## src/rtl/cdb_arbiter_pkg.sv

```systemverilog
// Shared CDB packet type and constants for the result-bus arbiter.
// Optional build macro: CDB_MEM_PRIORITY_EN (memory results win arbitration).
package cdb_arbiter_pkg;

  localparam int CDB_NUM_FU = 4;
  localparam int ROB_IDX_W  = 5;
  localparam int XLEN       = 32;

  typedef struct packed {
    logic [ROB_IDX_W-1:0] dest_ROB_entry;
    logic [XLEN-1:0]      result;
    logic                 branch_result;
    logic                 from_memory;
  } CDB_packet_t;

endpackage

```

## src/rtl/rr_arbiter.sv

```systemverilog
// Combinational round-robin picker: first set request at or above ptr, mod N.
// Used once, or twice when CDB_MEM_PRIORITY_EN is defined.
module rr_arbiter #(
  parameter int N     = 4,
  parameter int IDX_W = $clog2(N)
) (
  input  logic [N-1:0]     req,
  input  logic [IDX_W-1:0] ptr,
  output logic [N-1:0]     grant,
  output logic [IDX_W-1:0] grant_idx,
  output logic             any_grant
);

  always_comb begin
    logic [IDX_W-1:0] j;
    grant     = '0;
    grant_idx = '0;
    any_grant = 1'b0;
    j         = '0;
    for (int k = 0; k < N; k++) begin
      j = IDX_W'((int'(ptr) + k) % N);
      if (!any_grant && req[j]) begin
        any_grant = 1'b1;
        grant[j]  = 1'b1;
        grant_idx = j;
      end
    end
  end

endmodule

```

## src/rtl/cdb_arbiter.sv

```systemverilog
// Grants one FU result per cycle onto the registered common data bus.
// Optional build macro: CDB_MEM_PRIORITY_EN (memory results win arbitration).
module cdb_arbiter
  import cdb_arbiter_pkg::*;
#(
  parameter int NUM_FU = CDB_NUM_FU,
  localparam int IDX_W = $clog2(NUM_FU)
) (
  input  logic              clk,
  input  logic              reset,
  input  logic              flush,
  input  logic [NUM_FU-1:0] fu_valid,
  input  CDB_packet_t       fu_packet [NUM_FU],
  output logic [NUM_FU-1:0] fu_yumi,
  output logic              cdb_valid,
  output CDB_packet_t       cdb_out,
  output logic [IDX_W-1:0]  cdb_src
);

  logic [IDX_W-1:0]  rr_ptr;
  logic [NUM_FU-1:0] sel_grant;
  logic [IDX_W-1:0]  win;
  logic              any_req;
  logic              accept;

  logic [NUM_FU-1:0] all_grant;
  logic [IDX_W-1:0]  all_idx;
  logic              all_any;

  rr_arbiter #(.N(NUM_FU), .IDX_W(IDX_W)) u_all (
    .req      (fu_valid),
    .ptr      (rr_ptr),
    .grant    (all_grant),
    .grant_idx(all_idx),
    .any_grant(all_any)
  );

`ifdef CDB_MEM_PRIORITY_EN
  logic [NUM_FU-1:0] mem_req;
  logic [NUM_FU-1:0] mem_grant;
  logic [IDX_W-1:0]  mem_idx;
  logic              mem_any;

  always_comb begin
    mem_req = '0;
    for (int i = 0; i < NUM_FU; i++)
      mem_req[i] = fu_valid[i] & fu_packet[i].from_memory;
  end

  rr_arbiter #(.N(NUM_FU), .IDX_W(IDX_W)) u_mem (
    .req      (mem_req),
    .ptr      (rr_ptr),
    .grant    (mem_grant),
    .grant_idx(mem_idx),
    .any_grant(mem_any)
  );

  assign sel_grant = mem_any ? mem_grant : all_grant;
  assign win       = mem_any ? mem_idx   : all_idx;
`else
  assign sel_grant = all_grant;
  assign win       = all_idx;
`endif

  assign any_req = all_any;
  assign accept  = any_req && !flush && !reset;
  assign fu_yumi = accept ? sel_grant : '0;

  always_ff @(posedge clk) begin
    if (reset) begin
      cdb_valid <= 1'b0;
      cdb_out   <= '0;
      cdb_src   <= '0;
      rr_ptr    <= '0;
    end else if (accept) begin
      cdb_valid <= 1'b1;
      cdb_out   <= fu_packet[win];
      cdb_src   <= win;
      rr_ptr    <= (win == IDX_W'(NUM_FU - 1)) ? '0 : win + 1'b1;
    end else begin
      cdb_valid <= 1'b0;
    end
  end

endmodule

```

## config.mk

```make
export PLATFORM = sky130hd
export DESIGN_NAME = cdb_arbiter
export DESIGN_NICKNAME = d
export VERILOG_FILES = /design/src/rtl/cdb_arbiter_pkg.sv /design/src/rtl/rr_arbiter.sv /design/src/rtl/cdb_arbiter.sv
export SDC_FILE = /design/constraint.sdc
export NUM_CORES = 1
export LEC_CHECK = 0
export ABC_AREA = 1
export CORE_UTILIZATION = 39
export CTS_CLUSTER_SIZE = 24
export DETAILED_ROUTE_END_ITERATION = 10
export PLACE_DENSITY_LB_ADDON = 0.1
export SLEW_MARGIN = 20
export SYNTH_ARGS = -nofsm -noshare
export SYNTH_HDL_FRONTEND = slang
export SYNTH_SLANG_ARGS = --single-unit
```

## constraint.sdc

```tcl
create_clock -name clk -period 3.5 [get_ports clk]
set_input_delay 0.7 -clock clk [delete_from_list [all_inputs] [get_ports clk]]
set_output_delay 0.7 -clock clk [all_outputs]
set_load 0.05 [all_outputs]
```

==> load_flow_metrics.sql, run 1 <==
INSERT INTO impl_metrics (metric_group, metric, value, unit) VALUES
('global_route', 'first_global_vias', '4373', ''),
('timing', 'worst_slew_margin_rel', '63.69', '%'),
('synthesis', 'synth.ff_latch_count', '44', ''),
('global_route', 'total_routing_usage_gr', '26.03', '%'),
('run_status', 'violations_in_the_final_reports', 'DRC', ''),
('setup_path', 'timing.critical_path.slowest_stage_cell', 'sky130_fd_sc_hd__ha_1', ''),
('global_route', 'groute.layer.met2.usage', '47.08', '%'),
('clock_network', 'cts-hold-fix-buffers', '0', ''),
('layout', 'share_of_layout_cells_above_drive_strength_1', '6.328', '%'),
('synthesis', 'synth.largest_area_cell', 'sky130_fd_sc_hd__nand3_1', ''),
('layout', 'antenna-diode-count', '0', ''),
('timing', 'drv_slew', '0', ''),
('place', 'placed_instance_area', '5700', 'µm²'),
('timing', 'final.setup.worst_slack', '0.2690', 'ns'),
('global_route', 'global_route.peak_usage_layer', 'met2', ''),
('die', 'floorplan.initialDensity', '40.62', '%'),
('power_and_ir_drop', 'power.combinational.fraction', '69.8', '%'),
('timing', 'final-hold-violation-count', '0', ''),
('global_route', 'wire_length_of_the_first_global_routing_pass', '20560', 'µm'),
('place', 'place_congestion', '0.8496', ''),
('timing', 'min_period', '3.231', 'ns'),
('layout', 'fin_area', '5833', 'µm²'),
('global_route', 'antenna_found_initial', '0', ''),
('power_and_ir_drop', 'power_report.internal_total', '1.800', 'mW'),
('synthesis', 'post_synth_num_cell_types', '26', ''),
('global_route', 'grt_start_max_net_pins', '48', ''),
('worst_hold_path', 'hold_path_class', 'reg -> reg', ''),
('die', 'ios', '209', ''),
('drt', 'drtAntennaViolNets', '0', ''),
('job', 'cap_violations', '0', ''),
('worst_hold_path', 'hold_path.startpoint', 'cdb_out[25]', ''),
('drt', 'routed_via_density', '5.088', ''),
('clock_network', 'cts_tree', 'yes', ''),
('synthesis', 'post_syn_area_per_cell', '5.798', 'µm²'),
('synthesis', 'synth.net_count', '788', ''),
('synthesis', 'synth.yosys.warnings', '0', ''),
('drt', 'drt_pre_antenna_iters', '7', ''),
('setup_path', 'critical_path.endpoint_type', 'primary output', ''),
('layout', 'layout.nets', '976', ''),
('setup_path', 'timing.critical_path.required', '2.80', 'ns'),
('place', 'detailed_placement_hpwl', '9384', 'µm'),
('synthesis', 'netlist_area', '3577', 'µm²'),
('layout', 'number_of_inserted_filler_cells_in_the_final_layout', '805', ''),
('power_and_ir_drop', 'power_density', '646.7', 'nW/µm²'),
('global_route', 'globalRouteMet1Util', '31.05', '%'),
('clock_network', 'cts_buffer_depth', '2', ''),
('drt', 'dr_total_vias', '4650', ''),
('synthesis', 'synth_largest_type_area_fraction', '28.68', '%'),
('setup_path', 'critical_path.cell_chain', 'buf_4, inv_2, ha_1, inv_1, nand3_1, nand2_1, nand3b_4, nand3_1, inv_2, nand2_1, inv_1, buf_12', ''),
('synthesis', 'synthCells', '617', ''),
('place', 'io_buffers', '208', ''),
('run_status', 'outcome', 'finished with violations', ''),
('drt', 'detail_route.wirelength', '12530', 'µm'),
('die', 'floorplan.die.height', '97.77', 'µm'),
('timing', 'worst_setup_skew_after_layout', '0.008733', 'ns'),
('die', 'standard_cell_row_count', '34', ''),
('setup_path', 'crit_start', 'rr_ptr[0]', ''),
('die', 'die_area', '9559', 'µm²'),
('power_and_ir_drop', 'swShare', '52.30', '%'),
('setup_path', 'r2r-start', 'rr_ptr[0]', ''),
('timing', 'finalSetupViolCount', '0', ''),
('drt', 'wl_per_cell', '13.71', 'µm'),
('power_and_ir_drop', 'ir_drop', '425.6', 'µV'),
('timing', 'rsz_0062_raised_after_global_routing', 'no', ''),
('drt', 'drc', '18', ''),
('global_route', 'met3_usage', '5.870', '%'),
('die', 'placeableCoreArea', '8806', 'µm²'),
('clock_network', 'cts_inserted_buffers', '5', ''),
('clock_network', 'clock_latency', '0.30', 'ns'),
('timing', 'setup-tns-final', '0', 'ns'),
('global_route', 'global_route_total_overflow', '0', '');
power by group through the flow:
stage	Combinational, mW	Clock, mW	Sequential [mW]
detailed placement	2.62	0	0.750
floorplan	1.34	0	1.25
finish	2.63	0.397	0.742
global route	2.87	0.431	0.761
global placement	2.59	0	0.748
CTS	2.63	0.408	0.742
worst max-delay path, delay by kind of cell, from the launching register on:
family,cells,cell delay [ns]
flops,1,0.32
buf+inv,6,0.84
fa+ha+maj,1,0.39
simple gates,5,0.68
path summary, 6_finish.rpt:
path | endpoint | depth (start not counted)
worst min register to register | cdb_out[25] | 2
worst min-delay path | cdb_out[25] | 2
worst max-delay path | fu_yumi[2] | 12
worst max register to register | cdb_out[15] | 14
sequential cells by signal, summed over array words and instances (netlist names):
name and count:
cdb_out 39, cdb_src 2, rr_ptr 2, cdb_valid 1
layout make-up:
type / count / area (µm²) / area share [%]
Timing Repair Buffer: 224 / 2255 / 38.65
Multi-Input combinational cell: 462 / 2195 / 37.62
Sequential cell: 44 / 882.1 / 15.12
Inverter: 68 / 255.2 / 4.376
Tap cell: 108 / 135.1 / 2.317
Clock buffer: 5 / 68.82 / 1.180
Clock inverter: 3 / 42.54 / 0.7293
metrics by stage:
stage	utilization, %	hold WS, ns	instances
finish	66.24	0.4530	914
global route	66.24	0.4711	914
CTS	66.00	0.4549	912
detailed placement	64.73	0.4387	904
global placement	64.73	0.4358	904
floorplan	-	0.6640	617
Yosys cell counts, drive strengths merged:
cell type  instances
dfxtp             44
o21ai              1
ha                 8
nand2            226
inv               68
nor2               7
a21oi              2
a211oi             1
a21boi             1
nand4              4
a22oi              2
clkbuf             5
nand3b             1
nor3               1
buf               38
nand3            208
per-layer routing:
| metal | part of all wire, % | vias up | wire length (µm) |
|---|---|---|---|
| met5 | 0 | - | 0 |
| met4 | 1.6 | 0 | 197 |
| met3 | 7.8 | 22 | 980 |
| met2 | 50 | 178 | 6287 |
| met1 | 40 | 2100 | 5063 |
| li1 | - | 2350 | - |
kinds of logic after synthesis:
group	Yosys count	synth area share [%]
and+or+nand+nor	447	56.91
adders and majority gates	8	2.798
buffers and inverters	111	14.41
AOI/OAI and AO/OA	7	1.259
DFF	44	24.62
repair_timing:
action / 4_1_cts / 5_1_grt
setup buffers: 0 / 2
gates resized for setup: 0 / 2
setup endpoints to repair: 0 / 4
hold endpoints to repair: 0 / 0
Power figures use the tool's default switching activity.
==> run 2: changes to the inputs <==
--- a/config.mk
+++ b/config.mk
@@ -9,6 +9,7 @@
 export CORE_UTILIZATION = 39
 export CTS_CLUSTER_SIZE = 24
 export DETAILED_ROUTE_END_ITERATION = 10
+export MAX_ROUTING_LAYER = met4
 export PLACE_DENSITY_LB_ADDON = 0.1
 export SLEW_MARGIN = 20
 export SYNTH_ARGS = -nofsm -noshare
==> run 2 against run 1 <==
Final cell count shrank 0.22%. Clock power rose by 5%. Register-to-register slack got worse by 0.02 ns. Critical path depth is the same. Largest power group unchanged. Highest routed layer unchanged. Routed wire length is 2.7% higher. Clock skew shrank 0.0016 ns. Sequential share of layout area about the same. The run still ends with DRC left. Total power rose by 1.0%.
==> load_flow_metrics.sql, run 2 (same netlist as run 1, synthesis figures left out) <==
INSERT INTO impl_metrics (metric_group, metric, value, unit) VALUES
('global_route', 'total_routing_usage_gr', '27.37', '%'),
('drt', 'drtAntennaViolNets', '0', ''),
('run_status', 'outcome', 'finished with violations', ''),
('global_route', 'grt_start_max_net_pins', '48', ''),
('timing', 'tightest_pin_transition', '0.5481', 'ns'),
('clock_network', 'worst_setup_hold_path_clk_slew', '0.09', 'ns'),
('power_and_ir_drop', 'ir_drop', '342.5', 'µV'),
('global_route', 'global_route_total_overflow', '0', ''),
('clock_network', 'cts.repair_timing.setup_buffer_count', '0', ''),
('timing', 'worst_setup_skew_after_layout', '0.007116', 'ns'),
('layout', 'multi_input_area', '2195', 'µm²'),
('die', 'die_area', '9559', 'µm²'),
('timing', 'worst_slew_margin_rel', '63.34', '%'),
('clock_network', 'clock_latency', '0.29', 'ns'),
('place', 'place_congestion', '0.8786', ''),
('job', 'cap_violations', '0', ''),
('drt', 'detail_route.wirelength', '12870', 'µm'),
('clock_network', 'cts_buffer_depth', '2', ''),
('setup_path', 'worst_path_top_cell_family_by_delay', 'buffers and inverters', ''),
('timing', 'rsz_0062_raised_after_global_routing', 'no', ''),
('die', 'placeableCoreArea', '8806', 'µm²'),
('setup_path', 'timing.critical_path.buf_inv', '6', ''),
('drt', 'dr_total_vias', '4671', ''),
('layout', 'area_growth_syn_to_layout', '62.92', '%'),
('setup_path', 'arrival', '2.61', 'ns'),
('die', 'floorplan.die.height', '97.77', 'µm'),
('global_route', 'wire_length_of_the_first_global_routing_pass', '20730', 'µm'),
('global_route', 'first_global_vias', '4462', ''),
('setup_path', 'path_class', 'reg -> out', ''),
('timing', 'drv_slew', '0', ''),
('drt', 'detail_route.iter0.violations', '209', ''),
('layout', 'largest_register_ffs', '39', ''),
('run_status', 'violations_in_the_final_reports', 'DRC', ''),
('die', 'ios', '209', ''),
('layout', 'final-seq-area', '882.1', 'µm²'),
('power_and_ir_drop', 'power_density', '653.9', 'nW/µm²'),
('clock_network', 'cts_tree', 'yes', ''),
('timing', 'layout_worst_path_cycle_share', '94.66', '%'),
('global_route', 'antenna_found_initial', '0', ''),
('die', 'floorplan.initialDensity', '40.62', '%'),
('setup_path', 'timing.critical_path.required', '2.80', 'ns'),
('timing', 'min_period', '3.313', 'ns'),
('layout', 'final_common_cell', 'sky130_fd_sc_hd__nand2_1', ''),
('timing', 'final-hold-violation-count', '0', ''),
('clock_network', 'cts_inserted_buffers', '5', ''),
('layout', 'reg_top3', 'cdb_out x39, cdb_src x2, rr_ptr x2', ''),
('layout', 'number_of_inserted_filler_cells_in_the_final_layout', '817', ''),
('power_and_ir_drop', 'power.leakage', '2.831', 'nW'),
('timing', 'finalSetupViolCount', '0', ''),
('clock_network', 'ctsRootBufferMaster', 'sky130_fd_sc_hd__clkbuf_8', ''),
('place', 'detailed_placement_hpwl', '9657', 'µm'),
('layout', 'final_cell_mix', 'sky130_fd_sc_hd__nand2_1 (212), sky130_fd_sc_hd__nand3_1 (205), sky130_fd_sc_hd__clkdlybuf4s50_1 (204)', ''),
('power_and_ir_drop', 'post-layout-total-power', '3.811', 'mW'),
('drt', 'drt_pre_antenna_iters', '8', ''),
('timing', 'max_freq', '301.8', 'MHz'),
('setup_path', 'critical_path.max_stage_delay', '0.39', 'ns'),
('setup_path', 'critical_path.endpoint_type', 'primary output', ''),
('layout', 'layout.nets', '974', ''),
('layout', 'max_flop_register', 'cdb_out', ''),
('die', 'die_width', '97.77', 'µm'),
('clock_network', 'clk_sink_count', '44', ''),
('drt', 'wl_per_cell', '14.11', 'µm'),
('clock_network', 'htree_levels', '2', ''),
('drt', 'routed_via_density', '5.122', ''),
('setup_path', 'worst_setup_path_start_kind', 'flip-flop', ''),
('setup_path', 'timing.critical_path.slowest_stage_cell', 'sky130_fd_sc_hd__ha_1', ''),
('layout', 'share_of_layout_cells_above_drive_strength_1', '6.095', '%'),
('timing', 'setup-tns-final', '0', 'ns'),
('drt', 'drc', '18', ''),
('place', 'io_buffers', '208', ''),
('die', 'standard_cell_row_count', '34', ''),
('layout', 'antenna-diode-count', '0', ''),
('worst_hold_path', 'hold_path_class', 'reg -> reg', ''),
('setup_path', 'critical_path.cell_chain', 'buf_4, inv_2, ha_1, inv_1, nand3_1, nand2_1, nand3b_4, nand3_1, inv_2, nand2_1, inv_1, buf_12', ''),
('setup_path', 'critical_path.max_fanout', '15', '');
## run 2: cell count changes in the layout (fill, tap and decap cells not counted)
cell / before / now
sky130_fd_sc_hd__clkinvlp_4: 1 / 0
sky130_fd_sc_hd__clkinv_2: 1 / 0
sky130_fd_sc_hd__clkinv_4: 0 / 1
sky130_fd_sc_hd__buf_4: 15 / 13
sky130_fd_sc_hd__clkbuf_8: 5 / 6
## run 2: final cells by class
class	count	area share (%)
timing repair buffer	222	38.43
inverter	68	4.380
clock buffer	6	1.417
sequential	44	15.14
tap	108	2.319
multi-input combinational	462	37.66
clock inverter	2	0.6655
## run 2: worst register-to-register path, cell delays in order (launching register included)
cell                       delay (ns)
sky130_fd_sc_hd__dfxtp_1         0.31
sky130_fd_sc_hd__buf_4           0.20
sky130_fd_sc_hd__inv_2           0.15
sky130_fd_sc_hd__ha_1            0.39
sky130_fd_sc_hd__inv_1           0.12
sky130_fd_sc_hd__nand3_1         0.08
sky130_fd_sc_hd__nand2_1         0.22
sky130_fd_sc_hd__nand3b_4        0.20
sky130_fd_sc_hd__buf_4           0.44
sky130_fd_sc_hd__nand3_4         0.12
sky130_fd_sc_hd__buf_4           0.28
sky130_fd_sc_hd__nand2_1         0.12
sky130_fd_sc_hd__nand3_1         0.10
sky130_fd_sc_hd__nand3_1         0.10
sky130_fd_sc_hd__nand2_1         0.06
## run 2: stage by stage
stage | instances | setup slack, ns | util (%) | hold WS, ns | cell area [µm²]
floorplan | 617 | 0.4533 | - | 0.6640 | 3577
global placement | 904 | 0.4161 | 64.73 | 0.4365 | 5700
detailed placement | 904 | 0.2922 | 64.73 | 0.4381 | 5700
CTS | 912 | 0.06264 | 66.11 | 0.4559 | 5822
global route | 912 | 0.001804 | 66.18 | 0.4748 | 5828
finish | 912 | 0.1870 | 66.18 | 0.4540 | 5828
## run 2: final timing paths
check,startpoint,end,slack (ns),depth (start not counted)
worst max-delay path,rr_ptr[0],fu_yumi[2],0.19,12
worst max register to register,rr_ptr[0],cdb_out[15],0.51,14
worst min register to register,cdb_out[1],cdb_out[1],0.45,2
worst min-delay path,cdb_out[1],cdb_out[1],0.45,2
## run 2: repair_timing
| item | 4_1_cts | 5_1_grt |
|---|---|---|
| hold buffers | 0 | 0 |
| gates resized for setup | 0 | 2 |
| setup endpoints to repair | 0 | 4 |
## run 2: power by group
part / switching (mW) / internal [mW] / leakage [nW]
registers: 0.0924 / 0.655 / 0.363
clock network: 0.183 / 0.234 / 0.0614
logic: 1.72 / 0.930 / 2.41
## run 2: layer usage
metal  wire [µm]  track usage [%]  part of all wire (%)  up-vias
li1            -                -                     -     2351
met1        5189            32.32                    40     2074
met2        6397            47.95                    50      222
met3         997            4.510                   7.7       24
met4         285            7.576                   2.2        0
met5           0                -                     0        -
==> run 3: changes to the inputs <==
--- a/config.mk
+++ b/config.mk
@@ -6,7 +6,8 @@
 export NUM_CORES = 1
 export LEC_CHECK = 0
 export ABC_AREA = 1
-export CORE_UTILIZATION = 39
+export CORE_UTILIZATION = 40
+export CTS_BUF_LIST = sky130_fd_sc_hd__clkbuf_8
 export CTS_CLUSTER_SIZE = 24
 export DETAILED_ROUTE_END_ITERATION = 10
 export MAX_ROUTING_LAYER = met4
==> run 3 against run 2 <==
The run now ends clean. Clock power decreased by 23%. Global-route usage increased by 0.072 points. Via count decreased by 0.41%. Critical endpoint is now fu_yumi[0]. Critical path type is now in -> out.
==> load_flow_metrics.sql, run 3 (same netlist as run 1, synthesis figures left out) <==
INSERT INTO impl_metrics (metric_group, metric, value, unit) VALUES
('clock_network', 'clock_latency', '0.31', 'ns'),
('clock_network', 'worst_setup_hold_path_clk_slew', '0.09', 'ns'),
('timing', 'worst_setup_skew_after_layout', '0.01989', 'ns'),
('die', 'standard_cell_row_count', '34', ''),
('timing', 'max_freq', '301.7', 'MHz'),
('global_route', 'global_route_total_overflow', '0', ''),
('clock_network', 'ctsRootBufferMaster', 'sky130_fd_sc_hd__clkbuf_8', ''),
('layout', 'largest_register_ffs', '39', ''),
('setup_path', 'worst_setup_path_start_kind', 'primary input', ''),
('setup_path', 'arrival', '2.61', 'ns'),
('timing', 'setup-tns-final', '0', 'ns'),
('power_and_ir_drop', 'post-layout-total-power', '3.703', 'mW'),
('layout', 'final_cell_mix', 'sky130_fd_sc_hd__nand2_1 (212), sky130_fd_sc_hd__nand3_1 (205), sky130_fd_sc_hd__clkdlybuf4s50_1 (204)', ''),
('worst_hold_path', 'holdPathEnd', 'cdb_out[34]', ''),
('die', 'die_area', '9325', 'µm²'),
('setup_path', 'critical_path.max_stage_delay', '0.52', 'ns'),
('setup_path', 'cp.depth', '11', ''),
('job', 'cap_violations', '0', ''),
('setup_path', 'critical_path.cell_chain', 'clkdlybuf4s50_1, inv_1, nand2_1, nand3_1, nand2_1, nand3b_4, nand3_1, inv_4, nand2_1, inv_1, buf_12', ''),
('die', 'die_width', '96.57', 'µm'),
('timing', 'tightest_pin_transition', '0.5916', 'ns'),
('setup_path', 'reg2regPathDepth', '13', ''),
('drt', 'drc', '0', ''),
('layout', 'antenna-diode-count', '0', ''),
('timing', 'worst_slew_margin_rel', '60.43', '%'),
('die', 'placeableCoreArea', '8678', 'µm²'),
('drt', 'wl_per_cell', '14.15', 'µm'),
('global_route', 'wire_length_of_the_first_global_routing_pass', '19490', 'µm'),
('layout', 'finalCoreUtilization', '66.62', '%'),
('layout', 'instances_no_fill', '911', ''),
('place', 'detailed_placement_hpwl', '9353', 'µm'),
('layout', 'reg_top3', 'cdb_out x39, cdb_src x2, rr_ptr x2', ''),
('die', 'ios', '209', ''),
('power_and_ir_drop', 'power.leakage', '2.814', 'nW'),
('place', 'dpl.cell_count', '903', ''),
('die', 'floorplan.die.height', '96.57', 'µm'),
('die', 'floorplan.initialDensity', '41.22', '%'),
('timing', 'min_period', '3.315', 'ns'),
('layout', 'share_of_layout_cells_above_drive_strength_1', '5.604', '%'),
('drt', 'drt_pre_antenna_iters', '5', ''),
('clock_network', 'clk_sink_count', '44', ''),
('drt', 'routed_via_density', '5.106', ''),
('layout', 'final_common_cell', 'sky130_fd_sc_hd__nand2_1', ''),
('worst_hold_path', 'hold_path.startpoint', 'cdb_out[34]', ''),
('timing', 'layout_worst_path_cycle_share', '94.71', '%'),
('layout', 'max_flop_register', 'cdb_out', ''),
('global_route', 'first_global_vias', '4243', ''),
('timing', 'finalSetupViolCount', '0', ''),
('setup_path', 'r2r_slack', '0.50', 'ns'),
('clock_network', 'cts_inserted_buffers', '5', ''),
('timing', 'final-hold-violation-count', '0', ''),
('clock_network', 'post_cts.resized_instances', '0', ''),
('layout', 'area_growth_syn_to_layout', '61.63', '%'),
('global_route', 'total_routing_usage_gr', '27.44', '%'),
('setup_path', 'critical_path.max_fanout', '12', ''),
('global_route', 'grt_start_max_net_pins', '50', ''),
('place', 'place_congestion', '0.8999', ''),
('setup_path', 'critical-path-top-cell-by-count', 'sky130_fd_sc_hd__nand2_1', ''),
('drt', 'detail_route.iter0.violations', '216', ''),
('clock_network', 'cts.repair_timing.setup_buffer_count', '0', ''),
('worst_hold_path', 'hold_path_class', 'reg -> reg', ''),
('clock_network', 'htree_levels', '2', ''),
('setup_path', 'timing.critical_path.buf_inv', '5', ''),
('setup_path', 'worst_path_top_cell_family_by_delay', 'buffers and inverters', ''),
('clock_network', 'cts_buffer_depth', '2', ''),
('timing', 'rsz_0062_raised_after_global_routing', 'no', ''),
('setup_path', 'r2r_end', 'cdb_out[16]', ''),
('timing', 'drv_slew', '0', ''),
('worst_hold_path', 'whs_path_depth', '2', ''),
('drt', 'drtAntennaViolNets', '0', ''),
('clock_network', 'cts-hold-fix-buffers', '0', ''),
('setup_path', 'timing.critical_path.slowest_stage_cell', 'sky130_fd_sc_hd__clkdlybuf4s50_1', ''),
('setup_path', 'r2r-start', 'rr_ptr[1]', ''),
('power_and_ir_drop', 'ir_drop', '372.2', 'µV'),
('power_and_ir_drop', 'power_density', '640.5', 'nW/µm²'),
('clock_network', 'cts_tree', 'yes', ''),
('setup_path', 'timing.critical_path.required', '2.80', 'ns'),
('layout', 'layout.nets', '973', ''),
('drt', 'detail_route.wirelength', '12890', 'µm'),
('run_status', 'outcome', 'finished, final reports clean', ''),
('global_route', 'antenna_found_initial', '0', ''),
('setup_path', 'critical_path.endpoint_type', 'primary output', ''),
('setup_path', 'path_class', 'in -> out', ''),
('place', 'io_buffers', '208', ''),
('drt', 'dr_total_vias', '4652', '');
==> run 3: layout make-up <==
cell class	instances	area, µm²
clock buffer	5	68.82
clock inverter	3	16.27
fill	820	2897
inverter	68	257.7
multi-input combinational	462	2190
sequential	44	882.1
tap	108	135.1
timing repair buffer	221	2232
==> run 3: metal layers <==
metal / vias up / routed length [µm] / global-route usage [%] / part of all wire [%]
met5: - / 0 / - / 0
met4: 0 / 364 / 9.926 / 2.8
met3: 42 / 1044 / 6.573 / 8.1
met2: 206 / 6494 / 47.36 / 50
met1: 2057 / 4987 / 30.77 / 39
li1: 2347 / - / - / -
==> run 3: worst max-delay path by stage <==
stage | startpoint | end | slack (ns)
floorplan | rr_ptr[1] | fu_yumi[0] | 0.45
global placement | fu_valid[3] | fu_yumi[0] | 0.38
detailed placement | fu_valid[0] | fu_yumi[0] | 0.23
CTS | rr_ptr[1] | fu_yumi[0] | 0.06
global route | rr_ptr[1] | fu_yumi[0] | 0.01
finish | fu_valid[0] | fu_yumi[0] | 0.19
==> run 3: power breakdown <==
part	switching [mW]	leakage, nW	internal (mW)
Clock	0.182	0.0507	0.137
Combinational	1.72	2.40	0.922
Sequential	0.0904	0.363	0.655
==> run 3: worst reg2reg max path, stage by stage (launching register included) <==
cell                       delay [ns]
sky130_fd_sc_hd__dfxtp_2         0.43
sky130_fd_sc_hd__inv_1           0.18
sky130_fd_sc_hd__ha_1            0.39
sky130_fd_sc_hd__inv_1           0.13
sky130_fd_sc_hd__nand3_1         0.08
sky130_fd_sc_hd__nand2_1         0.21
sky130_fd_sc_hd__nand3b_4        0.19
sky130_fd_sc_hd__buf_4           0.33
sky130_fd_sc_hd__buf_4           0.51
sky130_fd_sc_hd__nand3_1         0.17
sky130_fd_sc_hd__nand3_1         0.10
sky130_fd_sc_hd__nand2_1         0.06
sky130_fd_sc_hd__nand2_1         0.06
sky130_fd_sc_hd__nand2_1         0.06
==> run 3: stage by stage <==
stage	worst slack [ns]	hold WS (ns)	area [µm²]
detailed placement	0.2300	0.4392	5693
global route	0.01072	0.4777	5782
CTS	0.06261	0.4576	5778
floorplan	0.4533	0.6640	3577
finish	0.1853	0.4558	5782
global placement	0.3825	0.4368	5693
